==> config.mk <==
export PLATFORM = sky130hd
export DESIGN_NAME = fetch_unit
export DESIGN_NICKNAME = d
export VERILOG_FILES = /design/src/rtl/fetch_unit.sv
export SDC_FILE = /design/constraint.sdc
export NUM_CORES = 1
export LEC_CHECK = 0
export CAP_MARGIN = 20
export CORE_UTILIZATION = 25
export CTS_CLUSTER_DIAMETER = 60
export CTS_CLUSTER_SIZE = 20
export DETAILED_ROUTE_END_ITERATION = 16
export GPL_TIMING_DRIVEN = 1
export PLACE_DENSITY_LB_ADDON = 0.25
export SYNTH_ARGS = -nofsm -noshare
export SYNTH_HDL_FRONTEND = slang
export SYNTH_SLANG_ARGS = --single-unit
==> constraint.sdc <==
create_clock -name clk -period 2.12 [get_ports clk]
set_clock_uncertainty 0.15 [all_clocks]
set_input_delay 0.424 -clock clk [delete_from_list [all_inputs] [get_ports clk]]
set_output_delay 0.424 -clock clk [all_outputs]
set_load 0.05 [all_outputs]
==> src/rtl/fetch_unit.sv <==
// Instruction-fetch stage: owns the PC, issues instruction-memory reads, fills IF/ID,
// absorbs redirects, ID stalls and branch-operand stalls (count_B).
module fetch_unit #(
  parameter int unsigned          WORD_SIZE    = 16,
  parameter logic [WORD_SIZE-1:0] RESET_PC     = 16'h0000,
  parameter logic [WORD_SIZE-1:0] BUBBLE_INSTR = 16'h0000
) (
  input  logic                 clk,
  input  logic                 reset_n,
  input  logic [WORD_SIZE-1:0] i_predict_PC,
  input  logic                 i_redirect,
  input  logic [WORD_SIZE-1:0] i_redirect_PC,
  input  logic                 i_stall,
  input  logic                 i_branch_stall,
  input  logic [3:0]           i_branch_limit,
  input  logic                 i_inputReady,
  input  logic [WORD_SIZE-1:0] i_data,
  output logic                 o_readM,
  output logic [WORD_SIZE-1:0] o_address,
  output logic [WORD_SIZE-1:0] o_PC,
  output logic [WORD_SIZE-1:0] o_IFID_instr,
  output logic [WORD_SIZE-1:0] o_IFID_PC,
  output logic [WORD_SIZE-1:0] o_IFID_predPC,
  output logic                 o_IFID_valid,
  output logic [3:0]           o_count_B,
  output logic [WORD_SIZE-1:0] o_num_fetch
);

  typedef enum logic [1:0] {IDLE, REQ, HOLD, BSTALL} state_t;

  localparam logic [WORD_SIZE-1:0] ONE = {{(WORD_SIZE-1){1'b0}}, 1'b1};

  state_t               r_state;
  logic                 r_readM;
  logic [WORD_SIZE-1:0] r_pc;
  logic [WORD_SIZE-1:0] r_ifid_instr;
  logic [WORD_SIZE-1:0] r_ifid_pc;
  logic [WORD_SIZE-1:0] r_ifid_pred;
  logic                 r_ifid_valid;
  logic [WORD_SIZE-1:0] r_hold_instr;
  logic [WORD_SIZE-1:0] r_hold_pc;
  logic [WORD_SIZE-1:0] r_hold_pred;
  logic [3:0]           r_count_b;
  logic [3:0]           r_limit;
  logic [WORD_SIZE-1:0] r_num_fetch;

  logic                 w_bstall_take;
  logic [3:0]           w_limit;

  // A branch stall only applies to a real IF/ID instruction and never re-arms while counting.
  assign w_bstall_take = i_branch_stall && r_ifid_valid && (r_count_b == 4'd0) &&
                         ((r_state == REQ) || (r_state == HOLD));
  assign w_limit       = (i_branch_limit == 4'd0) ? 4'd1 : i_branch_limit;

  always_ff @(posedge clk or negedge reset_n) begin
    if (!reset_n) begin
      r_state      <= IDLE;
      r_readM      <= 1'b0;
      r_pc         <= RESET_PC;
      r_ifid_instr <= BUBBLE_INSTR;
      r_ifid_pc    <= '0;
      r_ifid_pred  <= '0;
      r_ifid_valid <= 1'b0;
      r_hold_instr <= '0;
      r_hold_pc    <= '0;
      r_hold_pred  <= '0;
      r_count_b    <= 4'd0;
      r_limit      <= 4'd1;
      r_num_fetch  <= '0;
    end else if (i_redirect) begin
      r_pc         <= i_redirect_PC;
      r_ifid_valid <= 1'b0;
      r_ifid_instr <= BUBBLE_INSTR;
      r_hold_instr <= '0;
      r_hold_pc    <= '0;
      r_hold_pred  <= '0;
      r_count_b    <= 4'd0;
      r_state      <= REQ;
      r_readM      <= 1'b1;
    end else if (w_bstall_take) begin
      r_limit   <= w_limit;
      r_count_b <= 4'd1;
      r_state   <= BSTALL;
      r_readM   <= 1'b0;
    end else begin
      case (r_state)
        IDLE: begin
          r_state <= REQ;
          r_readM <= 1'b1;
        end
        REQ: begin
          if (i_inputReady) begin
            if (i_stall) begin
              r_hold_instr <= i_data;
              r_hold_pc    <= r_pc;
              r_hold_pred  <= i_predict_PC;
              r_state      <= HOLD;
              r_readM      <= 1'b0;
            end else begin
              r_ifid_instr <= i_data;
              r_ifid_pc    <= r_pc;
              r_ifid_pred  <= i_predict_PC;
              r_ifid_valid <= 1'b1;
              r_pc         <= i_predict_PC;
              r_num_fetch  <= r_num_fetch + ONE;
            end
          end else if (!i_stall) begin
            r_ifid_valid <= 1'b0;
            r_ifid_instr <= BUBBLE_INSTR;
          end
        end
        HOLD: begin
          if (!i_stall) begin
            r_ifid_instr <= r_hold_instr;
            r_ifid_pc    <= r_hold_pc;
            r_ifid_pred  <= r_hold_pred;
            r_ifid_valid <= 1'b1;
            r_pc         <= r_hold_pred;
            r_num_fetch  <= r_num_fetch + ONE;
            r_state      <= REQ;
            r_readM      <= 1'b1;
          end
        end
        BSTALL: begin
          if (r_count_b == r_limit) begin
            r_count_b <= 4'd0;
            r_state   <= REQ;
            r_readM   <= 1'b1;
          end else begin
            r_count_b <= r_count_b + 4'd1;
          end
        end
        default: begin
          r_state <= IDLE;
          r_readM <= 1'b0;
        end
      endcase
    end
  end

  assign o_readM       = r_readM;
  assign o_address     = r_pc;
  assign o_PC          = r_pc;
  assign o_IFID_instr  = r_ifid_instr;
  assign o_IFID_PC     = r_ifid_pc;
  assign o_IFID_predPC = r_ifid_pred;
  assign o_IFID_valid  = r_ifid_valid;
  assign o_count_B     = r_count_b;
  assign o_num_fetch   = r_num_fetch;

endmodule

==> flow_summary_export.csv, run 1 <==
group,metric,value,unit
routing,vias,5113,
power_and_ir_drop,power_density,1335,nW/um2
final_layout,fillers,2653,
hold_path,hold_class,"in2reg",
routing,dr.pass1.iters,11,
routing,vias_per_cell,4.389,
synthesis,synth-edff-count,0,
synthesis,synth_flop_cell,"dfrtp_1",
grt,antenna_found_initial,0,
timing,finalHoldViolCount,0,
grt,grt_pass1_vias,5005,
setup_path,crit_required,2.28,ns
final_layout,drive_above_1_share,25.06,%
flow_run,maxCapViolCount,0,
synthesis,synth.most_common_cell,"dfrtp_1",
synthesis,synthCells,640,
synthesis,ys_warn_count,0,
timing,slew_headroom,65.64,%
place,dp_hpwl,11810,um
timing,fmax,482.9,MHz
timing,rsz0062_at_grt,"yes",
routing,drtIter0Drc,208,
grt,gr-usage-all-layers,13.10,%
clock_tree,tritoncts,"done",
routing,drc,10,
clock_tree,clkLatencyLatePin,0.43,ns
final_layout,area_delta_synth_final,43.17,%
clock_tree,clkSinkCount,140,
synthesis,syn_area,6724,um2
clock_tree,clockRootBuffer,"clkbuf_16",
clock_tree,numCtsBuffers,17,
final_layout,fin_nets,881,
timing,period_share,97.69,%
status,status,"finished, violations left",
clock_tree,clockBufferDepth,2,
synthesis,seq_area_frac_synth,52.12,%
place,io_buffers,159,
status,violations,"DRC",
setup_path,start_kind,"flop",
power_and_ir_drop,vdd_ir_drop_max,0.8405,mV
timing,worst_pin_slew,0.5174,ns
setup_path,worst_setup_path_end_kind,"flop",
synthesis,yosys_register_bits,140,
timing,layout_min_cycle_time,2.071,ns
final_layout,seqCellArea,3511,um2
synthesis,synth_cell_types,44,
floorplan,die_y,166,um
setup_path,cp_max_fo,15,
routing,wirelength,18850,um
floorplan,initial_core_util,25.66,%
routing,wl_per_cell,16.18,um
final_layout,final_util,36.73,%
timing,worst_slack,0.04898,ns
synthesis,yosysTopAreaCellShare,51.73,%
synthesis,syn-num-nets,704,
floorplan,die_area,27560,um2
grt,grt_overflow,0,
grt,grt_max_degree,69,
timing,finalMaxSlewViolations,0,
synthesis,synth_top_area_cell,"dfrtp_1",
clock_tree,htreeDepth,4,
synthesis,synthTopCellsByArea,"dfrtp_1 52%, mux2i_1 5.8%, nand2b_1 4.7%, nand2_1 4.6%, mux2_2 4.5%",
floorplan,core,26210,um2
synthesis,syn_area_per_cell,10.51,um2
synthesis,synthArstFlopShare,100.0,%
place,place_congestion,0.7765,
floorplan,die_w,166,um
setup_path,path_class,"reg2reg",
floorplan,rows,59,
final_layout,multiInputGateArea,2889,um2
final_layout,diodes,0,
timing,fin_tns_setup,0,ns
routing,drtAntennaViolNets,0,
clock_tree,clk_pin_slew,0.06,ns
power_and_ir_drop,fin_total_pwr,0.01285,W
power_and_ir_drop,leakagePower,4.287,nW
timing,setup_viol,0,
setup_path,worstPathArrival,2.23,ns
synthesis,synth_commonest_cells,"139 x dfrtp_1, 82 x nand2_1, 56 x o21ai_0",
grt,grt_pass1_wl,28160,um
floorplan,pin_count,160,
place,place_ws,-0.2962,ns
## what timing repair did
item	in CTS	in global routing
gates cloned	0	9
hold endpoints to repair	58	0
buffers inserted	2	3
resized for setup	47	27
hold buffers	1	0
pin swaps	1	4
endpoints found under the setup margin	62	118
## area by class of cell
class | count | area share [%]
sequential | 140 | 36.47
clock buffer | 19 | 4.705
multi-input combinational | 429 | 30.01
tap | 335 | 4.354
timing repair buffer | 216 | 21.76
clock inverter | 13 | 2.197
inverter | 13 | 0.5069
## path summary, 6_finish.rpt
check,from,to,slack [ns],cells after the start
max,r_state[0],o_IFID_predPC[3],0.05,7
min,i_redirect,o_IFID_valid,0.23,2
max reg2reg,r_state[0],o_IFID_predPC[3],0.05,7
min reg2reg,o_num_fetch[15],o_num_fetch[15],0.32,1
max in group asynchronous,reset_n,o_IFID_predPC[5],0.94,3
min in group asynchronous,reset_n,r_limit[1],0.25,2
## placed cells by master (no fill, tap or decap), drive strengths merged, types with 6 or more instances in the layout
master and count:
clkdlybuf4s50 55, nand2b 50, and3 7, nand2 83, o31ai 16, mux2 31
mux2i 39, clkbuf 25, o21ai 61, nor2 31, inv 15, a21oi 31
nand4 6, dlygate4sd2 43, ha 6, xnor2 14, a22oi 16, nand3 6
dfrtp 139, buf 111
## per-stage QoR
step / cells / hold WS [ns] / cell area [um2]
after floorplan: 640 / -0.02159 / 6749
after global placement: 1118 / 0.1207 / 8667
after detailed placement: 1118 / 0.1207 / 8667
after CTS: 1153 / 0.1850 / 9319
after global routing: 1165 / 0.2194 / 9627
final: 1165 / 0.2328 / 9627
## layer usage
metal  track usage, %  up-vias  wire [um]
li1                 -     2531          -
met5                0        -          0
met1            17.17     2450       8938
met4            3.169        0        146
met3            4.409       16       1009
met2            20.71      116       8752
## flip-flops by register name (all words and copies together) (netlist names)
name,count
r_state,2
o_IFID_valid,1
r_hold_pc,16
o_IFID_predPC,16
o_count_B,4
r_hold_pred,16
r_hold_instr,16
o_PC,16
o_IFID_instr,16
o_readM,1
o_IFID_PC,16
o_num_fetch,16
r_limit,4
## cells by family (layout without fill, tap and decap cells)
| family | count (synthesis) | in the layout | share of synthesized area, % |
|---|---|---|---|
| and+or+nand+nor | 200 | 200 | 14.50 |
| DFF | 140 | 140 | 52.12 |
| AOI/OAI and AO/OA | 134 | 134 | 12.02 |
| buffers and inverters | 71 | 261 | 6.550 |
| muxes | 70 | 70 | 11.22 |
| xor gates and xnor gates | 19 | 19 | 2.475 |
| adders and majority gates | 6 | 6 | 1.116 |
## critical path, stage by stage, from the launching register on
cell      delay (ns)
dfrtp_1         0.42
inv_2           0.07
ha_4            0.28
nor2b_4         0.05
a211oi_4        0.25
and2b_2         0.22
buf_12          0.16
mux2_2          0.34
## where the power goes
part	switching, W	internal, W	leakage (nW)	total (W)
clock network	0.00122	0.00216	0.312	0.00338
logic	0.00355	0.00198	2.22	0.00553
registers	0.000554	0.00339	1.76	0.00394
No activity file was read; power rests on OpenSTA's default activity.
==> run 2: changes to the inputs <==
Settings changed: SLEW_MARGIN set to 40.
==> results of run 2 <==
The final DEF is identical to that of run 1; final timing and power are the same.
==> RTL change, RTL diff (config.mk and constraints of run 2) <==
Set the parameter `WORD_SIZE` to 32 (it was 16).
--- a/src/rtl/fetch_unit.sv
+++ b/src/rtl/fetch_unit.sv
@@ -3,3 +3,3 @@
 module fetch_unit #(
-  parameter int unsigned          WORD_SIZE    = 16,
+  parameter int unsigned          WORD_SIZE    = 32,
   parameter logic [WORD_SIZE-1:0] RESET_PC     = 16'h0000,
Interface: changed (9 resized); port bits go from 160 to 304. No check against the original RTL was run, so the function may have changed too.
==> RTL change against run 2 <==
- the run ends with negative setup slack left
- maximum frequency decreased by 9.8%
- hold slack better by 0.012 ns
- sequential power rose by 88%
- setup slack worse by 0.23 ns
- core utilization is 2.0 points higher
- total power up 85%
- design area up 87%
- wire length rose by 110%
- area after synthesis increased by 76%
- sequential cell count increased by 128
- critical path type unchanged
==> RTL change: results (changes against run 2) <==
| Metric | Value |
|---|---|
| Detail-routed net length per standard cell | 20.18 um (+25%) |
| Leakage power of the design | 8.265 nW (+93%) |
| Maximum ir drop on the vdd rail | 0.6618 mV (-21%) |
| Share of the synthesized area in compound gates (AO/OA/AOI/OAI) | 0.1534 (+0.03320) |
| Portion of netlist area occupied by mux cells | 0.1217 (+0.009460) |
| Data arrival time of the critical path | 2.57 ns (+0.34 ns) |
| Fraction of synthesized cell area in xor and xnor cells | 0.02592 (+0.001172) |
| Final setup TNS | -7.506 ns (-7.506 ns) |
| Synth top cells by count | sky130_fd_sc_hd__dfrtp_1, sky130_fd_sc_hd__a22o_1, sky130_fd_sc_hd__nand2_1, sky130_fd_sc_hd__mux2_2 |
| Delay-heaviest family, CP | buffers and inverters |
| Switching Fraction | 0.4394 (+0.02515) |
| Final setup viols | 110 (+110) |
| Area after detailed placement | 15700 um^2 (+81%) |
| Synth unique cells | 48 (+9.1%) |
| Clk Latency, worst-skew pair | 0.56 ns (+0.13 ns) |
| Path category of the worst min-delay check | primary input to asynchronous set/reset pin |
| Pre-antenna DRT Iters | 5 (-6) |
| CTS buffer count | 29 (+12) |
| Final critical-path setup slack | -0.1770 ns (-0.2259 ns) |
| Detailed Place HPWL | 23750 um (+100%) |
| Maximum number of pins on one net before global-route repair | 48 (-30%) |
| Violations in the final reports | negative setup slack |
| Cell types occupying the most area after synthesis | sky130_fd_sc_hd__dfrtp_1, sky130_fd_sc_hd__a22o_1, sky130_fd_sc_hd__mux2_2 |
| Run status | finished, violations left |
| Vias per cell | 4.719 (+7.5%) |
| GRT Total Usage | 0.1481 (+0.01710) |
| Nets | 1470 (+67%) |
| Area share of fa/ha/maj cells after synthesis | 0.006348 (-0.004817) |
| Ratio of cells with drive above 1 in the final layout | 0.3691 (+0.1185) |
| First-pass GRT wire length | 55270 um (+96%) |
| Origin of the worst setup path | r_state[1] |
| Maximum buffer depth of the clock tree | 3 (+1) |
| Vias in the first global route | 9290 (+86%) |
RTL change: changes by cell type after synthesis, sizes merged, moves of 17 or more:
cell and change:
dfrtp +128, clkbuf +22, mux2i +26, a211oi +31, nand2b -48, mux2 +39, nor2 +17, buf +26
a22o +97, a21oi -26
RTL change: worst register-to-register path: cells and delay by family, from the launching register on:
family          cells  cell delay (ns)
flops               1             0.40
simple gates        2             0.54
fa+ha+maj           1             0.28
compound gates      1             0.05
buf+inv             5             0.72
RTL change: final cells by class:
type	instances	area share
repair buffers	444	0.2507
flip-flops and latches	268	0.3724
diodes	1	0.0001387
inverters	13	0.002705
clock buffers	31	0.04120
multi-input cells	602	0.2782
well taps	607	0.04210
clock inverters	21	0.01248
RTL change: per-layer routing:
metal,GRT usage,vias to the layer above,wire length [um]
met1,0.2012,4787,18230
met2,0.2452,241,19400
li1,-,4313,-
met5,0,-,0
met3,0.02222,36,1894
met4,0.03843,0,572
RTL change: logic make-up after synthesis:
logic type | Yosys count
XOR/XNOR | 35
AO/OA/AOI/OAI | 243
multiplexers | 135
AND/OR/NAND/NOR | 181
buffers and inverters | 119
adder cells (fa/ha/maj) | 6
flip-flops | 268
RTL change: worst paths after layout:
path                                    to  slack, ns
hold / removal              r_hold_pred[9]       0.25
setup / recovery           o_IFID_instr[6]      -0.18
min in group clk                r_limit[0]       0.31
hold reg to reg            o_num_fetch[31]       0.32
max in group asynchronous       r_limit[0]       0.94
setup reg to reg           o_IFID_instr[6]      -0.18
RTL change: power by group through the flow:
stage               Sequential, mW  Clock (mW)  Combinational [mW]
finish                        7.40        5.21                11.2
global route                  7.59        5.57                11.8
CTS                           7.38        5.38                10.2
detailed placement            7.48           0                10.3
global placement              7.46           0                10.2
floorplan                     10.7           0                3.32
RTL change: through the flow:
step / cells / setup slack [ns]
2_1_floorplan: 987 / -0.05567
3_3_place_gp: 1868 / -0.4697
3_5_place_dp: 1868 / -0.4907
4_1_cts: 1937 / -0.1184
5_1_grt: 1987 / -0.2273
6_report: 1987 / -0.1770
RTL change: repair_timing:
item                                    in CTS  in global routing
gates resized for setup                    115                137
cloned                                       4                 21
pin swaps                                   11                 43
endpoints found under the setup margin     289                197
hold endpoints to repair                    42                  0
setup buffers                               11                 30
hold buffers                                 2                  0
